--- config.mk ---
export PLATFORM = sky130hd
export DESIGN_NAME = instruction_execute
export DESIGN_NICKNAME = d
export VERILOG_FILES = /design/src/rtl/mips_pkg.sv /design/src/rtl/instruction_execute_alu.sv /design/src/rtl/instruction_execute.sv
export SDC_FILE = /design/constraint.sdc
export NUM_CORES = 1
export LEC_CHECK = 0
export BUFFER_PORTS_ARGS = -buffer_cell sky130_fd_sc_hd__buf_2
export CAP_MARGIN = 15
export CELL_PAD_IN_SITES_DETAIL_PLACEMENT = 1
export CELL_PAD_IN_SITES_GLOBAL_PLACEMENT = 1
export CORE_MARGIN = 4
export CORE_UTILIZATION = 43
export DETAILED_ROUTE_END_ITERATION = 8
export PLACE_DENSITY = 0.89
export SLEW_MARGIN = 40
export SYNTH_ARGS = -nofsm -noshare
export SYNTH_HDL_FRONTEND = slang
export SYNTH_SLANG_ARGS = --single-unit
--- constraint.sdc ---
create_clock -name clk -period 1.6 [get_ports clk]
set_input_delay 0.32 -clock clk [delete_from_list [all_inputs] [get_ports clk]]
set_output_delay 0.32 -clock clk [all_outputs]
set_load 0.02 [all_outputs]
--- src/rtl/mips_pkg.sv ---
// Shared encodings for the MIPS EX stage: opcodes, functs, ALU classes,
// forwarding/B-source selects and the internal ALU operation enum.
package mips_pkg;

  localparam int unsigned NB_OPCODE = 6;
  localparam int unsigned NB_FUNC   = 6;
  localparam int unsigned NB_SHAMT  = 5;

  localparam logic [1:0] ALUOP_ADD   = 2'b00;
  localparam logic [1:0] ALUOP_SUB   = 2'b01;
  localparam logic [1:0] ALUOP_RTYPE = 2'b10;
  localparam logic [1:0] ALUOP_ITYPE = 2'b11;

  localparam logic [1:0] FWD_ID  = 2'b00;
  localparam logic [1:0] FWD_MEM = 2'b01;
  localparam logic [1:0] FWD_WB  = 2'b10;

  localparam logic [1:0] ALUSRC_RT   = 2'b00;
  localparam logic [1:0] ALUSRC_IMM  = 2'b01;
  localparam logic [1:0] ALUSRC_ZIMM = 2'b10;

  localparam logic [NB_FUNC-1:0] FN_SLL  = 6'b000000;
  localparam logic [NB_FUNC-1:0] FN_SRL  = 6'b000010;
  localparam logic [NB_FUNC-1:0] FN_SRA  = 6'b000011;
  localparam logic [NB_FUNC-1:0] FN_SLLV = 6'b000100;
  localparam logic [NB_FUNC-1:0] FN_SRLV = 6'b000110;
  localparam logic [NB_FUNC-1:0] FN_SRAV = 6'b000111;
  localparam logic [NB_FUNC-1:0] FN_ADD  = 6'b100000;
  localparam logic [NB_FUNC-1:0] FN_ADDU = 6'b100001;
  localparam logic [NB_FUNC-1:0] FN_SUB  = 6'b100010;
  localparam logic [NB_FUNC-1:0] FN_SUBU = 6'b100011;
  localparam logic [NB_FUNC-1:0] FN_AND  = 6'b100100;
  localparam logic [NB_FUNC-1:0] FN_OR   = 6'b100101;
  localparam logic [NB_FUNC-1:0] FN_XOR  = 6'b100110;
  localparam logic [NB_FUNC-1:0] FN_NOR  = 6'b100111;
  localparam logic [NB_FUNC-1:0] FN_SLT  = 6'b101010;

  localparam logic [NB_OPCODE-1:0] OP_ADDI  = 6'b001000;
  localparam logic [NB_OPCODE-1:0] OP_ADDIU = 6'b001001;
  localparam logic [NB_OPCODE-1:0] OP_SLTI  = 6'b001010;
  localparam logic [NB_OPCODE-1:0] OP_ANDI  = 6'b001100;
  localparam logic [NB_OPCODE-1:0] OP_ORI   = 6'b001101;
  localparam logic [NB_OPCODE-1:0] OP_XORI  = 6'b001110;
  localparam logic [NB_OPCODE-1:0] OP_LUI   = 6'b001111;

  typedef enum logic [3:0] {
    ALU_ZERO, ALU_ADD, ALU_SUB, ALU_AND, ALU_OR, ALU_XOR,
    ALU_NOR, ALU_SLT, ALU_SLL, ALU_SRL, ALU_SRA, ALU_LUI
  } alu_op_e;

endpackage

--- src/rtl/instruction_execute_alu.sv ---
// Combinational ALU for the EX stage. Signed add/sub overflow is only
// reported when EX_OVERFLOW_TRAP_EN is defined; otherwise it is tied low.
module alu
  import mips_pkg::*;
#(
  parameter int unsigned NB_DATA = 32
) (
  input  alu_op_e              op_i,
  input  logic [NB_DATA-1:0]   a_i,
  input  logic [NB_DATA-1:0]   b_i,
  input  logic [NB_SHAMT-1:0]  shamt_i,
  output logic [NB_DATA-1:0]   result_c_o,
  output logic                 overflow_c_o
);

  logic [NB_DATA-1:0] sum;
  logic [NB_DATA-1:0] diff;

  assign sum  = a_i + b_i;
  assign diff = a_i - b_i;

  always_comb begin
    result_c_o = '0;
    case (op_i)
      ALU_ADD: result_c_o = sum;
      ALU_SUB: result_c_o = diff;
      ALU_AND: result_c_o = a_i & b_i;
      ALU_OR:  result_c_o = a_i | b_i;
      ALU_XOR: result_c_o = a_i ^ b_i;
      ALU_NOR: result_c_o = ~(a_i | b_i);
      ALU_SLT: result_c_o = NB_DATA'($signed(a_i) < $signed(b_i));
      ALU_SLL: result_c_o = b_i << shamt_i;
      ALU_SRL: result_c_o = b_i >> shamt_i;
      ALU_SRA: result_c_o = NB_DATA'($signed(b_i) >>> shamt_i);
      ALU_LUI: result_c_o = NB_DATA'(b_i[15:0]) << 16;
      default: result_c_o = '0;
    endcase
  end

`ifdef EX_OVERFLOW_TRAP_EN
  // Two's-complement overflow: operand signs vs. result sign.
  always_comb begin
    overflow_c_o = 1'b0;
    if (op_i == ALU_ADD)
      overflow_c_o = (a_i[NB_DATA-1] == b_i[NB_DATA-1]) && (sum[NB_DATA-1] != a_i[NB_DATA-1]);
    else if (op_i == ALU_SUB)
      overflow_c_o = (a_i[NB_DATA-1] != b_i[NB_DATA-1]) && (diff[NB_DATA-1] != a_i[NB_DATA-1]);
  end
`else
  assign overflow_c_o = 1'b0;
`endif

endmodule

--- src/rtl/instruction_execute.sv ---
// MIPS EX stage: forwarding, B-operand select, ALU control and the EX/MEM
// register. Overflow trapping is enabled by defining EX_OVERFLOW_TRAP_EN.
module instruction_execute
  import mips_pkg::*;
#(
  parameter int unsigned NB_DATA = 32,
  parameter int unsigned NB_REG  = 5
) (
  input  logic                 clk,
  input  logic                 i_rst_n,
  input  logic                 i_halt,
  input  logic                 i_flush,
  input  logic [NB_DATA-1:0]   i_reg_DA,
  input  logic [NB_DATA-1:0]   i_reg_DB,
  input  logic [NB_DATA-1:0]   i_immediate,
  input  logic [5:0]           i_opcode,
  input  logic [5:0]           i_func,
  input  logic [4:0]           i_shamt,
  input  logic [NB_REG-1:0]    i_rt,
  input  logic [NB_REG-1:0]    i_rd,
  input  logic                 i_regDst,
  input  logic                 i_mem2Reg,
  input  logic                 i_memRead,
  input  logic                 i_memWrite,
  input  logic                 i_regWrite,
  input  logic [1:0]           i_aluSrc,
  input  logic [1:0]           i_aluOp,
  input  logic [1:0]           i_fwd_a,
  input  logic [1:0]           i_fwd_b,
  input  logic [NB_DATA-1:0]   i_fwd_data_M,
  input  logic [NB_DATA-1:0]   i_fwd_data_WB,
  output logic [NB_DATA-1:0]   o_alu_result,
  output logic [NB_DATA-1:0]   o_data4mem,
  output logic [NB_REG-1:0]    o_write_reg,
  output logic                 o_mem2Reg,
  output logic                 o_memRead,
  output logic                 o_memWrite,
  output logic                 o_regWrite,
  output logic                 o_overflow
);

  logic [NB_DATA-1:0]  opa, rtv, bsel, alu_b, alu_res;
  logic [NB_SHAMT-1:0] shamt;
  alu_op_e             alu_op;
  logic                use_rtv, chk_ovf, alu_ovf;

  logic [NB_DATA-1:0]  alu_result_d, alu_result_q, data4mem_d, data4mem_q;
  logic [NB_REG-1:0]   write_reg_d, write_reg_q;
  logic                mem2reg_d, mem2reg_q, memread_d, memread_q;
  logic                memwrite_d, memwrite_q, regwrite_d, regwrite_q;
  logic                overflow_d, overflow_q;

  // Forwarding select; the unused code 11 falls back to the ID value.
  always_comb begin
    opa = i_reg_DA;
    if (i_fwd_a == FWD_MEM)     opa = i_fwd_data_M;
    else if (i_fwd_a == FWD_WB) opa = i_fwd_data_WB;
    rtv = i_reg_DB;
    if (i_fwd_b == FWD_MEM)     rtv = i_fwd_data_M;
    else if (i_fwd_b == FWD_WB) rtv = i_fwd_data_WB;
    bsel = rtv;
    if (i_aluSrc == ALUSRC_IMM)       bsel = i_immediate;
    else if (i_aluSrc == ALUSRC_ZIMM) bsel = NB_DATA'(i_immediate[15:0]);
  end

  // ALU control; chk_ovf marks the signed forms that may trap.
  always_comb begin
    alu_op  = ALU_ZERO;
    shamt   = i_shamt;
    use_rtv = 1'b0;
    chk_ovf = 1'b0;
    case (i_aluOp)
      ALUOP_ADD: alu_op = ALU_ADD;
      ALUOP_SUB: alu_op = ALU_SUB;
      ALUOP_RTYPE: begin
        case (i_func)
          FN_ADD:  begin alu_op = ALU_ADD; chk_ovf = 1'b1; end
          FN_ADDU: alu_op = ALU_ADD;
          FN_SUB:  begin alu_op = ALU_SUB; chk_ovf = 1'b1; end
          FN_SUBU: alu_op = ALU_SUB;
          FN_AND:  alu_op = ALU_AND;
          FN_OR:   alu_op = ALU_OR;
          FN_XOR:  alu_op = ALU_XOR;
          FN_NOR:  alu_op = ALU_NOR;
          FN_SLT:  alu_op = ALU_SLT;
          FN_SLL:  begin alu_op = ALU_SLL; use_rtv = 1'b1; end
          FN_SRL:  begin alu_op = ALU_SRL; use_rtv = 1'b1; end
          FN_SRA:  begin alu_op = ALU_SRA; use_rtv = 1'b1; end
          FN_SLLV: begin alu_op = ALU_SLL; use_rtv = 1'b1; shamt = opa[4:0]; end
          FN_SRLV: begin alu_op = ALU_SRL; use_rtv = 1'b1; shamt = opa[4:0]; end
          FN_SRAV: begin alu_op = ALU_SRA; use_rtv = 1'b1; shamt = opa[4:0]; end
          default: alu_op = ALU_ZERO;
        endcase
      end
      ALUOP_ITYPE: begin
        case (i_opcode)
          OP_ADDI:  begin alu_op = ALU_ADD; chk_ovf = 1'b1; end
          OP_ADDIU: alu_op = ALU_ADD;
          OP_ANDI:  alu_op = ALU_AND;
          OP_ORI:   alu_op = ALU_OR;
          OP_XORI:  alu_op = ALU_XOR;
          OP_SLTI:  alu_op = ALU_SLT;
          OP_LUI:   alu_op = ALU_LUI;
          default:  alu_op = ALU_ZERO;
        endcase
      end
      default: alu_op = ALU_ZERO;
    endcase
    alu_b = use_rtv ? rtv : bsel;
  end

  alu #(.NB_DATA(NB_DATA)) u_alu (
    .op_i         (alu_op),
    .a_i          (opa),
    .b_i          (alu_b),
    .shamt_i      (shamt),
    .result_c_o   (alu_res),
    .overflow_c_o (alu_ovf)
  );

  // EX/MEM next state: normal load unless a bubble is requested.
  always_comb begin
    alu_result_d = alu_res;
    data4mem_d   = rtv;
    write_reg_d  = i_regDst ? i_rd : i_rt;
    mem2reg_d    = i_mem2Reg;
    memread_d    = i_memRead;
    memwrite_d   = i_memWrite;
    overflow_d   = alu_ovf & chk_ovf;
    regwrite_d   = i_regWrite & ~overflow_d;
    if (i_flush) begin
      alu_result_d = '0;
      data4mem_d   = '0;
      write_reg_d  = '0;
      mem2reg_d    = 1'b0;
      memread_d    = 1'b0;
      memwrite_d   = 1'b0;
      overflow_d   = 1'b0;
      regwrite_d   = 1'b0;
    end
  end

  always_ff @(posedge clk or negedge i_rst_n) begin
    if (!i_rst_n) begin
      alu_result_q <= '0;
      data4mem_q   <= '0;
      write_reg_q  <= '0;
      mem2reg_q    <= 1'b0;
      memread_q    <= 1'b0;
      memwrite_q   <= 1'b0;
      regwrite_q   <= 1'b0;
      overflow_q   <= 1'b0;
    end else if (!i_halt) begin
      alu_result_q <= alu_result_d;
      data4mem_q   <= data4mem_d;
      write_reg_q  <= write_reg_d;
      mem2reg_q    <= mem2reg_d;
      memread_q    <= memread_d;
      memwrite_q   <= memwrite_d;
      regwrite_q   <= regwrite_d;
      overflow_q   <= overflow_d;
    end
  end

  assign o_alu_result = alu_result_q;
  assign o_data4mem   = data4mem_q;
  assign o_write_reg  = write_reg_q;
  assign o_mem2Reg    = mem2reg_q;
  assign o_memRead    = memread_q;
  assign o_memWrite   = memwrite_q;
  assign o_regWrite   = regwrite_q;
  assign o_overflow   = overflow_q;

endmodule

==> results of run 1 <==
==> stage by stage <==
| stage | TNS (ps) | utilization (%) | area (um^2) | cells |
|---|---|---|---|---|
| after floorplan | -58230 | - | 15700 | 2005 |
| after global placement | -83170 | 65.41 | 22650 | 3328 |
| after detailed placement | -104490 | 65.41 | 22650 | 3328 |
==> cell families after synthesis <==
| logic type | after synthesis | share of synthesized area [%] |
|---|---|---|
| adders and majority gates | 105 | 8.783 |
| AOI/OAI and AO/OA | 729 | 33.59 |
| buffers and inverters | 262 | 7.171 |
| and+or+nand+nor | 515 | 16.05 |
| other | 1 | 0.02479 |
| muxes | 274 | 19.65 |
| xor gates and xnor gates | 46 | 2.663 |
| DFF | 73 | 12.08 |
==> results by group, run 1 <==
Synth
  – Synthesized area: 0.01513 mm^2
  – Share of synthesized flip-flops with an asynchronous set or reset: 100.0%
  – Synth cell count leaders: mux2i_1, nand2_1, a21oi_1, nor2_1, o21ai_0
  – Syn Inst Count: 2005
  – Leading area contributor after synthesis: mux2i_1
  – Most common cell in the netlist: mux2i_1
  – Post-Syn Area per Cell: 7.545 um^2
  – Ys Warns: 0
  – Main flop type after synthesis: dfrtp_1
  – Synth top area cells: mux2i_1, dfrtp_1, ha_1, a21oi_1, nand2_1
  – Synth top area share: 13.76%
  – Syn Nets: 2314
  – EDFF count, synth: 0
  – Register area share after synthesis: 12.08%
  – Register bit total from synthesis: 73
  – Netlist cell types: 94

CTS
  – Post_cts resized: 339
  – Post-CTS Hold Buffers: 1
  – Sinks on Clock Net: 73
  – Clk buf depth: 2
  – TritonCTS Buffers: 9
  – Post-CTS Setup Inserts: 54
  – Htree depth: 3
  – Root Buffer: clkbuf_16

Run status
  – Status: aborted with a tool error
  – Stopped at: clock tree synthesis
  – First Err: [ERROR DPL-0033] detailed placement checks failed during check placement.

Floorplanning
  – Row count: 68
  – I/O pins: 278
  – Die Wd: 195.6 um
  – Vert. Die Dim: 195.6 um
  – Initial Util: 43.69%

Placement
  – Final HPWL DP: 107.5 mm
  – RePlAce Congestion: 1.243
  – Place WS: -3514 ps
  – Port buffer count: 276
==> run 2, diff against run 1 <==
CELL_PAD_IN_SITES_DETAIL_PLACEMENT = default   (was 1)
CELL_PAD_IN_SITES_GLOBAL_PLACEMENT = default   (was 1)
CORE_UTILIZATION = 40   (was 43)
PLACE_DENSITY = default   (was 0.89)
PLACE_DENSITY_LB_ADDON = 0.15   (was default)
==> run 2 against run 1 <==
Effect of this change:
- synthesized cell count unchanged
- area after synthesis unchanged
- the flow now finishes, with violations (negative setup slack)
==> results by group, run 2 <==
Drt
  – Drt wl/cell: 27.96 um
  – Via count: 22510
  – DRT Pass-1 Iters: 8
  – Via-per-instance ratio: 6.433
  – Initial DRC count: 2915
  – Final ANT Viol Nets: 0
  – Drc violations: 0
  – Final WL: 97.84 mm

Synth
  – Netlist cell types: 94
  – Main flop type after synthesis: dfrtp_1
  – Largest family of logic cells by synthesized area: compound AO/OA/AOI/OAI gates
  – Synth top area share: 13.76%
  – XOR/XNOR Fraction of Synth Area: 2.663%
  – Register bit total from synthesis: 73
  – Post-synthesis mux area share: 19.65%
  – Share of synthesized flip-flops with an asynchronous set or reset: 100.0%
  – Ys Warns: 0
  – Syn Inst Count: 2005
  – Synthesized area: 0.01513 mm^2
  – EDFF count, synth: 0
  – Synth cell count leaders: mux2i_1, nand2_1, a21oi_1, nor2_1, o21ai_0
  – Syn Nets: 2314
  – Register area share after synthesis: 12.08%
  – Post-Syn Area per Cell: 7.545 um^2
  – Synth Area in Simple Gates: 16.04%
  – Adder-Cell Fraction of Synth Area: 8.783%
  – Synth top area cells: mux2i_1, dfrtp_1, ha_1, a21oi_1, nand2_1
  – Leading area contributor after synthesis: mux2i_1
  – Compound-Gate Fraction of Synth Area: 33.59%
  – Most common cell in the netlist: mux2i_1

STA
  – Relative slew margins: 46.40%
  – Final WS setup: -2216 ps
  – Worst Tran Pin Value: 803.1 ps
  – Final Hold Viols: 0
  – Worst Clk Skew: 0 ps
  – Period minus WS final: 3816 ps
  – Final Setup Violations: 32
  – RSZ-0062 raised after global routing: true
  – Max Transition Viols Final: 0
  – Max frequency: 262.0 MHz
  – Tcrit/Tclk final: 238.5%

Setup path
  – R2r endpoint: o_alu_result[30]
  – Worst R2R Setup Slack: -210 ps
  – Setup crit end kind: flop
  – WP data required: 1900 ps
  – Reg-to-reg critical path startpoint: o_alu_result[30]
  – CP Buf/Inv Count: 2
  – Critical path type: input pin to flop
  – Startpoint class of the critical path: input pin
  – CP arrival: 4120 ps
  – Setup crit end: o_alu_result[22]
  – Levels on crit path: 17
  – CP max-delay cell: or4_4
  – R2R depth: 5
  – CP max FO: 4
  – Worst Setup SP: i_func[4]
  – Worst-path cell chain: buf_8 -> nor3b_4 -> a31oi_4 -> buf_6 -> mux2_4 -> ha_4 -> fa_2 -> nor3_4 -> o31ai_4 -> a311oi_4 -> a311oi_4 -> a21oi_4 -> a2111oi_4 -> or4_4 -> o2111ai_2 -> a221oi_2 -> a22oi_1
  – Top cell by count, worst path: a311oi_4
  – Cell family with most CP delay: compound AO/OA/AOI/OAI gates
  – Max stage delay on crit path: 500 ps

Floorplanning
  – I/O pins: 278
  – Full die area: 0.04100 mm^2
  – Core Area: 0.03696 mm^2
  – Die Wd: 202.5 um
  – Row count: 70
  – Initial Util: 40.93%
  – Vert. Die Dim: 202.5 um

Placement
  – Place WS: -2898 ps
  – DP Area: 0.02321 mm^2
  – Port buffer count: 276
  – RePlAce Congestion: 1.111
  – Final HPWL DP: 78.58 mm

Hold path
  – Type of the tightest min-delay check: input pin to flop
  – Hold path cells: 3

CTS
  – CTS tree: built
  – Sinks on Clock Net: 73
  – TritonCTS Buffers: 9
  – Worst-path clk slew: 80 ps
  – Clk buf depth: 2
  – Htree depth: 3
  – Clk Latency, worst-skew pair: 380 ps
  – Root Buffer: clkbuf_16

Pwr
  – Sequential power share: 11.6%
  – Switching part of the total power: 47.70%
  – Max rail drop VDD: 0.0005252 V
  – Internal power: 9.626 mW
  – Clock Power Share: 12.8%
  – Switch Pwr: 8.780 mW
  – Comb pwr share: 75.6%
  – Pwr/cell area: 710.9 mW/mm^2
  – Leakage: 12.25 nW

Layout
  – Layout cells sized above 1: 50.70%
  – Most common cell after layout, fill and taps aside: buf_4
  – Synth-to-Final Area Change: 71.14%
  – Commonest cells after routing, fill and taps aside: buf_4, buf_2, nand2_1
  – Util after Layout: 70.05%
  – Final instance area: 0.02589 mm^2
  – Fin nets: 3298

GRT
  – Vias in the first global route: 21426
  – Gr ovfl total: 0
  – Largest net degree at the start of global routing: 40
  – Initial antenna violation count: 2
  – GRT Total Usage: 44.43%
  – First-pass GRT wire length: 138.7 mm

Flow run
  – Max-cap viol count: 0

Run status
  – Failing checks: negative setup slack
  – Status: finished with violations
[run 2: cell counts after synthesis]
No cell type changed its count.
[run 2: cell type report]
type | count | area (um^2)
Inverter | 102 | 387.9
Clock buffer | 9 | 225.2
Tap cell | 504 | 630.6
Sequential cell | 73 | 1827
Fill cell | 2976 | 11070
Clock inverter | 7 | 82.58
Timing Repair Buffer | 1133 | 8458
Multi-Input combinational cell | 1670 | 14280
Antenna cell | 1 | 2.502
[run 2: metrics by stage]
stage                     TNS (ps)  hold WS, ps  power [mW]  cells
final                       -64500        184.1       18.41   3499
after global routing        -67030        203.4       19.02   3499
after global placement      -80010        305.9       13.64   3427
after floorplan             -58230        24.41       7.824   2005
after detailed placement    -82450        304.5       13.80   3427
after CTS                   -63360        177.5       17.10   3479
[run 2: tightest hold or removal path: cells and delay by family]
| kind | cells | cell delay [ps] |
|---|---|---|
| buffers and inverters | 1 | 100 |
| AND/OR/NAND/NOR | 1 | 50 |
| AO/OA/AOI/OAI | 1 | 60 |
[run 2: power by group through the flow]
| stage | sequential (mW) | combinational, mW | clock (mW) |
|---|---|---|---|
| finish | 2.13 | 13.9 | 2.35 |
| global route | 2.14 | 14.4 | 2.42 |
| CTS | 2.12 | 12.6 | 2.36 |
| detailed placement | 2.16 | 11.6 | 0 |
| global placement | 2.15 | 11.5 | 0 |
| floorplan | 2.33 | 5.49 | 0 |
[run 2: worst min path at each step]
stage          slack [ps]       start              end
6_report              180   i_mem2Reg        o_mem2Reg
4_1_cts               180   i_mem2Reg        o_mem2Reg
3_3_place_gp          310     i_rst_n   o_data4mem[27]
3_5_place_dp          300     i_rst_n   o_data4mem[27]
5_1_grt               200  i_memWrite       o_memWrite
2_1_floorplan          20     i_rst_n  o_alu_result[0]
[run 2: what timing repair did]
item / 4_1_cts / 5_1_grt
pin swaps: 61 / 76
hold buffers: 1 / 0
cloned: 3 / 0
endpoints found under the hold margin: 19 / 0
buffers inserted: 36 / 24
resized for setup: 191 / 179
endpoints found under the setup margin: 32 / 32
[run 2: metal layers]
metal  part of all wire [%]  track usage (%)
met1                     38            58.09
met2                     42            67.50
met3                     13            12.39
met4                    7.2            21.99
met5                  0.013                0
[run 2: cell families after synthesis]
logic type,after synthesis
flip-flops,73
XOR/XNOR,46
multiplexers,274
adder cells (fa/ha/maj),105
other,1
AND/OR/NAND/NOR,515
buffers and inverters,262
AO/OA/AOI/OAI,729
No activity file was read; power rests on OpenSTA's default activity.
